**config.mk**
```make
export PLATFORM = sky130hd
export DESIGN_NAME = muldiv_iter
export DESIGN_NICKNAME = d
export VERILOG_FILES = /design/src/rtl/muldiv_iter.sv
export SDC_FILE = /design/constraint.sdc
export NUM_CORES = 1
export LEC_CHECK = 0
export ABC_AREA = 0
export CORE_UTILIZATION = 54
export DETAILED_ROUTE_END_ITERATION = 8
export PLACE_DENSITY = 0.76
export SLEW_MARGIN = 30
export SYNTH_ARGS = -nofsm -noshare
export SYNTH_HDL_FRONTEND = slang
export SYNTH_SLANG_ARGS = --single-unit
export TNS_END_PERCENT = 10
```
**constraint.sdc**
```tcl
create_clock -name clk -period 3.5 [get_ports clk]
set_input_delay 0.525 -clock clk [delete_from_list [all_inputs] [get_ports clk]]
set_output_delay 0.525 -clock clk [all_outputs]
set_load 0.01 [all_outputs]
```
**src/rtl/muldiv_iter.sv**
```systemverilog
// Iterative multiply/divide unit for the execute stage.
// Handles MULTU/MULT/DIVU/DIV one bit per cycle: shift-add multiply, restoring divide.
// Produces a 2*WIDTH {hi,lo} result for the HILO path.
module muldiv_iter #(
    parameter int WIDTH = 32
) (
    input  logic                 clk,
    input  logic                 reset,
    input  logic                 flush,
    input  logic                 start,
    input  logic [1:0]           op,
    input  logic [WIDTH-1:0]     srca,
    input  logic [WIDTH-1:0]     srcb,
    output logic                 stall,
    output logic                 busy,
    output logic                 done,
    output logic [2*WIDTH-1:0]   result,
    output logic                 div_zero
);

    localparam int CW = $clog2(WIDTH);

    typedef enum logic [1:0] {
        IDLE,
        CALC,
        FIX,
        DONE
    } state_t;

    state_t state;
    state_t state_next;

    logic [CW-1:0]      count;
    logic               is_div;
    logic               sign_q;
    logic               sign_r;
    logic               dz;
    logic [WIDTH-1:0]   operand;
    logic [WIDTH-1:0]   a_raw;
    logic [2*WIDTH-1:0] acc;

    logic               a_neg;
    logic               b_neg;
    logic [WIDTH-1:0]   a_mag;
    logic [WIDTH-1:0]   b_mag;

    logic [WIDTH:0]     mult_sum;
    logic [WIDTH:0]     rem_shift;
    logic [WIDTH:0]     trial;
    logic [2*WIDTH-1:0] acc_step;

    logic [2*WIDTH-1:0] prod_fix;
    logic [WIDTH-1:0]   quot_fix;
    logic [WIDTH-1:0]   rem_fix;

    // The pipeline stalls while a request is pending and the result is not yet out.
    assign stall = start & ~done;

    // Operand magnitudes; only the signed ops (op[0]=1) look at the MSB.
    always_comb begin
        a_neg = op[0] & srca[WIDTH-1];
        b_neg = op[0] & srcb[WIDTH-1];
        a_mag = a_neg ? -srca : srca;
        b_mag = b_neg ? -srcb : srcb;
    end

    // Next-state logic; flush returns to IDLE from anywhere and blocks acceptance.
    always_comb begin
        state_next = state;
        case (state)
            IDLE:    if (start) state_next = CALC;
            CALC:    if (count == '0) state_next = FIX;
            FIX:     state_next = DONE;
            DONE:    state_next = IDLE;
            default: state_next = IDLE;
        endcase
        if (flush) begin
            state_next = IDLE;
        end
    end

    // State register plus registered busy/done derived from the state being entered.
    always_ff @(posedge clk) begin
        if (reset) begin
            state <= IDLE;
            busy  <= 1'b0;
            done  <= 1'b0;
        end else begin
            state <= state_next;
            busy  <= (state_next == CALC) || (state_next == FIX);
            done  <= (state_next == DONE);
        end
    end

    // One iteration step. The multiply keeps the W+1-bit partial sum carry in the
    // top bit of the already-shifted accumulator, so 2*WIDTH bits of state suffice.
    // For divide the accumulator holds {remainder, quotient/dividend}.
    always_comb begin
        mult_sum  = {1'b0, acc[2*WIDTH-1:WIDTH]} + {1'b0, operand};
        rem_shift = acc[2*WIDTH-1:WIDTH-1];
        trial     = rem_shift - {1'b0, operand};
        acc_step  = acc;
        if (is_div) begin
            if (!trial[WIDTH]) begin
                acc_step = {trial[WIDTH-1:0], acc[WIDTH-2:0], 1'b1};
            end else begin
                acc_step = {rem_shift[WIDTH-1:0], acc[WIDTH-2:0], 1'b0};
            end
        end else begin
            if (acc[0]) begin
                acc_step = {mult_sum, acc[WIDTH-1:1]};
            end else begin
                acc_step = {1'b0, acc[2*WIDTH-1:1]};
            end
        end
    end

    // Sign correction applied once the magnitude result is complete.
    always_comb begin
        prod_fix = sign_q ? -acc : acc;
        quot_fix = sign_q ? -acc[WIDTH-1:0] : acc[WIDTH-1:0];
        rem_fix  = sign_r ? -acc[2*WIDTH-1:WIDTH] : acc[2*WIDTH-1:WIDTH];
    end

    // Datapath: latch operands on accept, iterate in CALC, publish the result in FIX.
    always_ff @(posedge clk) begin
        if (reset) begin
            count    <= '0;
            is_div   <= 1'b0;
            sign_q   <= 1'b0;
            sign_r   <= 1'b0;
            dz       <= 1'b0;
            operand  <= '0;
            a_raw    <= '0;
            acc      <= '0;
            result   <= '0;
            div_zero <= 1'b0;
        end else if (state == IDLE && state_next == CALC) begin
            is_div <= op[1];
            sign_q <= a_neg ^ b_neg;
            sign_r <= a_neg;
            dz     <= op[1] & (srcb == '0);
            a_raw  <= srca;
            count  <= CW'(WIDTH - 1);
            if (op[1]) begin
                acc     <= {{WIDTH{1'b0}}, a_mag};
                operand <= b_mag;
            end else begin
                acc     <= {{WIDTH{1'b0}}, b_mag};
                operand <= a_mag;
            end
        end else if (state == CALC && !flush) begin
            acc   <= acc_step;
            count <= count - CW'(1);
        end else if (state == FIX && state_next == DONE) begin
            if (!is_div) begin
                result   <= prod_fix;
                div_zero <= 1'b0;
            end else if (dz) begin
                result   <= {a_raw, {WIDTH{1'b1}}};
                div_zero <= 1'b1;
            end else begin
                result   <= {rem_fix, quot_fix};
                div_zero <= 1'b0;
            end
        end
    end

endmodule

```
==> flow_results.xml, run 1 <==
<?xml version="1.0" encoding="UTF-8"?>
<metrics>
  <group name="drt">
    <metric name="ant_nets" unit="">0</metric>
    <metric name="vias_per_cell" unit="">6.35</metric>
    <metric name="drc" unit="">0</metric>
    <metric name="wirelength" unit="um">60300</metric>
    <metric name="drt_pass1_iterations" unit="">5</metric>
    <metric name="avgRoutedWirePerCell" unit="um">21.6</metric>
    <metric name="num_vias" unit="">17769</metric>
    <metric name="detailedRoute.firstIterationViolations" unit="">1839</metric>
  </group>
  <group name="hold_path">
    <metric name="min_from" unit="">result[44]</metric>
    <metric name="worst_hold_path.endpoint" unit="">result[44]</metric>
    <metric name="worstHoldPathType" unit="">flip-flop to flip-flop</metric>
    <metric name="min_path_cells" unit="">2</metric>
  </group>
  <group name="die">
    <metric name="die_w" unit="um">175</metric>
    <metric name="start_util" unit="%">54.8</metric>
    <metric name="io-pin-count" unit="">138</metric>
    <metric name="die_area" unit="mm^2">0.0308</metric>
    <metric name="die_h" unit="um">175</metric>
    <metric name="core_region_area" unit="mm^2">0.0296</metric>
    <metric name="rows" unit="">63</metric>
  </group>
  <group name="global_route">
    <metric name="grt_pass1_vias" unit="">16703</metric>
    <metric name="gr-total-overflow" unit="">0</metric>
    <metric name="grt_start_max_net_pins" unit="">141</metric>
    <metric name="grt_pass1_wl" unit="um">92500</metric>
    <metric name="initial_antenna_violation_count" unit="">1</metric>
    <metric name="overall_global_routing_resource_usage" unit="%">38.3</metric>
  </group>
  <group name="cts">
    <metric name="cts.reportedPaths.clkPinSlew" unit="ps">60</metric>
    <metric name="worstSkewPairLatency" unit="ps">540</metric>
    <metric name="cts_tree" unit="">built</metric>
    <metric name="clk_root_buffer_cell" unit="">sky130_fd_sc_hd__clkbuf_16</metric>
    <metric name="ctsLongestPathBuffers" unit="">3</metric>
    <metric name="cts_made_buffers" unit="">25</metric>
    <metric name="postCtsHoldBufs" unit="">0</metric>
    <metric name="h-tree-depth" unit="">1</metric>
    <metric name="clkSinkCount" unit="">206</metric>
  </group>
  <group name="critical_path">
    <metric name="crit_required" unit="ps">3940</metric>
    <metric name="r2r-start" unit="">acc[32]</metric>
    <metric name="r2r_cells" unit="">12</metric>
    <metric name="critical_path_maximum_fanout" unit="">7</metric>
    <metric name="reg2reg_setup_slack" unit="ps">80</metric>
    <metric name="worst-setup-path-type" unit="">flip-flop to flip-flop</metric>
    <metric name="arrival" unit="ps">3870</metric>
    <metric name="r2r_end" unit="">result[46]</metric>
    <metric name="endpoint_kind" unit="">flip-flop</metric>
    <metric name="setup.worst_path.start_class" unit="">flip-flop</metric>
  </group>
  <group name="yosys">
    <metric name="avgSynthCellArea" unit="um^2">7.27</metric>
    <metric name="synth-warning-count" unit="">0</metric>
    <metric name="synth_edf_count" unit="">0</metric>
    <metric name="synth_async_sr_flop_share" unit="%">0</metric>
    <metric name="sequential_cell_area_fraction_in_the_yosys_report" unit="%">25.4</metric>
    <metric name="synth-seq-cells" unit="">206</metric>
    <metric name="syn_nets" unit="">2381</metric>
    <metric name="netlist_instances" unit="">2237</metric>
    <metric name="synth.cell_area" unit="mm^2">0.0163</metric>
    <metric name="synth_ff_type" unit="">sky130_fd_sc_hd__dfxtp_1</metric>
    <metric name="post_synth_num_cell_types" unit="">79</metric>
  </group>
  <group name="timing">
    <metric name="final.setup.worst_slack" unit="ps">76.0</metric>
    <metric name="timing.final.setup_violations" unit="">0</metric>
    <metric name="worst_slew_pin_slew" unit="ps">936</metric>
    <metric name="fin_skew" unit="ps">25.9</metric>
    <metric name="rsz0062_at_grt" unit="">yes</metric>
    <metric name="timing.final.crit_share" unit="%">97.8</metric>
    <metric name="fin_crit" unit="ps">3420</metric>
    <metric name="hold_violation_total_from_the_final_report" unit="">0</metric>
    <metric name="finalMaxSlewViolations" unit="">0</metric>
    <metric name="top_achievable_clock_speed" unit="MHz">292</metric>
    <metric name="worst_slew_margin_rel" unit="%">37.6</metric>
  </group>
  <group name="final_layout">
    <metric name="final_core_util" unit="%">66.5</metric>
    <metric name="synthToLayoutAreaGrowth" unit="%">21.3</metric>
    <metric name="antenna_cells" unit="">0</metric>
    <metric name="post_route_cells_drive_above_1_share" unit="%">11.0</metric>
    <metric name="final_net_count" unit="">2534</metric>
    <metric name="fin_cells" unit="">2797</metric>
  </group>
  <group name="placement">
    <metric name="detailed_place_hpwl" unit="um">45100</metric>
    <metric name="gp_routability_congestion" unit="">1.01</metric>
    <metric name="placement.io_buffers" unit="">137</metric>
    <metric name="dpl.cell_count" unit="">2746</metric>
    <metric name="pre_cts_slack" unit="ps">-135</metric>
  </group>
  <group name="power">
    <metric name="power.density" unit="mW/mm^2">366</metric>
    <metric name="worst_ir_drop_vdd" unit="mV">0.410</metric>
    <metric name="leakage" unit="nW">7.66</metric>
  </group>
  <group name="run_status">
    <metric name="outcome" unit="">finished, final reports clean</metric>
  </group>
  <group name="job">
    <metric name="max_cap_viol_count" unit="">0</metric>
  </group>
</metrics>
-- power breakdown --
group	leakage, nW	switching [W]	total, W	internal, W
sequential	1.67	0.000129	0.00257	0.00244
combinational	5.58	0.00116	0.00198	0.000819
clock	0.410	0.00106	0.00267	0.00160
-- logic make-up after synthesis --
logic type                 after synthesis  share of synthesized area (%)
DFF                                    206                           25.4
and+or+nand+nor                        690                           19.2
buffers and inverters                  249                           5.98
xor gates and xnor gates               204                           11.0
adders and majority gates               74                           5.79
muxes                                   69                           4.27
AOI/OAI and AO/OA                      745                           28.4
-- worst max-delay path, stage by stage, from the launching register on --
cell and delay (ps):
sky130_fd_sc_hd__dfxtp_2 360, sky130_fd_sc_hd__inv_2 80, sky130_fd_sc_hd__buf_4 110, sky130_fd_sc_hd__ha_2 180, sky130_fd_sc_hd__or3b_4 400, sky130_fd_sc_hd__or4_4 490
sky130_fd_sc_hd__or4_4 460, sky130_fd_sc_hd__or3_4 350, sky130_fd_sc_hd__or3_4 340, sky130_fd_sc_hd__o21ai_2 130, sky130_fd_sc_hd__xor2_1 190, sky130_fd_sc_hd__o221ai_2 110
sky130_fd_sc_hd__o211a_1 150
-- area by class of cell --
class                   count  area (um^2)
multi-input cells        1782        11300
fillers                  2622         9930
flip-flops and latches    206         4130
repair buffers            306         2730
clock buffers              38          744
well taps                 390          488
inverters                  69          259
clock inverters             6         83.8
-- registers in the layout (all words and copies together) (netlist names) --
register and count:
is_div 1, busy 1, acc 64, a_raw 32
count 5, sign_q 1, dz 1, sign_r 1
div_zero 1, result 64, state 2, operand 32
done 1
-- per-stage QoR --
stage	total power [W]	hold WS [ps]	setup TNS, ps	area (um^2)
final	0.00721	454	0	19700
after global routing	0.00746	475	-47.9	19700
after CTS	0.00712	454	0	19500
after detailed placement	0.00448	447	-1400	18700
after global placement	0.00445	442	-241	18700
after floorplan	0.00378	431	0	16300
-- synth_stat cells, drive strengths merged, types with 4 or more instances --
| master | instances | area share (%) |
|---|---|---|
| o211a | 4 | 0.25 |
| o221ai | 6 | 0.36 |
| nand3 | 38 | 1.2 |
| o41ai | 16 | 0.86 |
| o211ai | 94 | 4.3 |
| and3 | 11 | 0.42 |
| a211oi | 34 | 1.6 |
| o22ai | 4 | 0.15 |
| xnor2 | 105 | 5.7 |
| ha | 72 | 5.5 |
| o21bai | 4 | 0.18 |
| a221oi | 5 | 0.27 |
| a221o | 4 | 0.25 |
| nor2b | 15 | 0.58 |
| xor2 | 99 | 5.3 |
| or2 | 9 | 0.35 |
| mux2i | 66 | 4.1 |
| clkbuf | 148 | 3.4 |
| nand3b | 5 | 0.23 |
| o21ai | 152 | 4.7 |
| nand2 | 327 | 7.6 |
| nor3 | 40 | 1.2 |
| and2 | 10 | 0.38 |
| o2111ai | 5 | 0.27 |
| a21o | 33 | 1.5 |
| buf | 32 | 0.97 |
| a311oi | 6 | 0.32 |
| o31ai | 31 | 1.4 |
| a21oi | 274 | 8.4 |
| nor4 | 19 | 0.81 |
| inv | 67 | 1.5 |
| or4 | 15 | 0.74 |
| o21a | 9 | 0.42 |
| or3 | 15 | 0.64 |
| a31oi | 26 | 1.0 |
| dfxtp | 206 | 25 |
| nand4 | 11 | 0.42 |
| nand2b | 16 | 0.62 |
| nor2 | 150 | 3.5 |
| a22o | 11 | 0.59 |
-- what timing repair did --
action,in CTS,in global routing
pin swaps,1,10
setup buffers,0,6
gates cloned,0,1
setup endpoints to repair,16,37
resized for setup,2,20
-- cell usage in the layout, fill, tap and decap left out, types with 6 or more instances in the layout --
master,Yosys,routed
sky130_fd_sc_hd__nor2_1,149,145
sky130_fd_sc_hd__dfxtp_1,206,203
sky130_fd_sc_hd__o21a_1,9,9
sky130_fd_sc_hd__a21oi_1,274,271
sky130_fd_sc_hd__o211ai_1,94,94
sky130_fd_sc_hd__or2_2,7,7
sky130_fd_sc_hd__xnor2_1,105,105
sky130_fd_sc_hd__inv_1,66,65
sky130_fd_sc_hd__nand4_1,11,11
sky130_fd_sc_hd__nand2_1,327,326
sky130_fd_sc_hd__a31oi_1,26,26
sky130_fd_sc_hd__buf_12,0,6
sky130_fd_sc_hd__nand3_1,38,38
sky130_fd_sc_hd__clkdlybuf4s50_1,0,135
sky130_fd_sc_hd__o31ai_1,31,31
sky130_fd_sc_hd__a22o_1,11,11
sky130_fd_sc_hd__clkbuf_16,0,26
sky130_fd_sc_hd__and2_1,10,8
sky130_fd_sc_hd__or3_1,13,13
sky130_fd_sc_hd__o21ai_0,148,148
sky130_fd_sc_hd__nor2b_1,15,14
sky130_fd_sc_hd__nand2b_1,16,15
sky130_fd_sc_hd__a211oi_1,34,34
sky130_fd_sc_hd__clkbuf_1,148,6
sky130_fd_sc_hd__xor2_1,99,99
sky130_fd_sc_hd__a21o_1,33,33
sky130_fd_sc_hd__mux2i_1,66,66
sky130_fd_sc_hd__ha_1,72,71
sky130_fd_sc_hd__and3_1,11,11
sky130_fd_sc_hd__o41ai_1,16,12
sky130_fd_sc_hd__buf_4,3,163
sky130_fd_sc_hd__nor4_1,17,17
sky130_fd_sc_hd__nor3_1,40,39
sky130_fd_sc_hd__or4_1,13,13
sky130_fd_sc_hd__clkbuf_8,0,7
-- per-layer routing --
layer	global-route usage (%)	up-vias	share of wire, %
li1	-	8289	-
met4	19.2	0	5.7
met3	6.00	184	8.6
met5	0	-	0
met1	48.7	8462	41
met2	62.7	834	45
-- worst max path at each step --
stage / start / to / slack (ps) / cells after the start
6_report: acc[32] / result[46] / 80 / 12
4_1_cts: acc[32] / result[46] / 4 / 12
3_3_place_gp: srcb[12] / acc[31] / -70 / 11
5_1_grt: acc[32] / result[46] / -30 / 12
3_5_place_dp: srcb[12] / operand[26] / -140 / 12
2_1_floorplan: acc[33] / result[46] / 200 / 12
Note: power is estimated with default switching activity, not from simulation.
==> inputs of run 2 (changes only) <==
SLEW_MARGIN = not set   (was 30)
==> results of run 2 <==
Same layout as run 1: the final DEF is identical, and so are final timing and power.
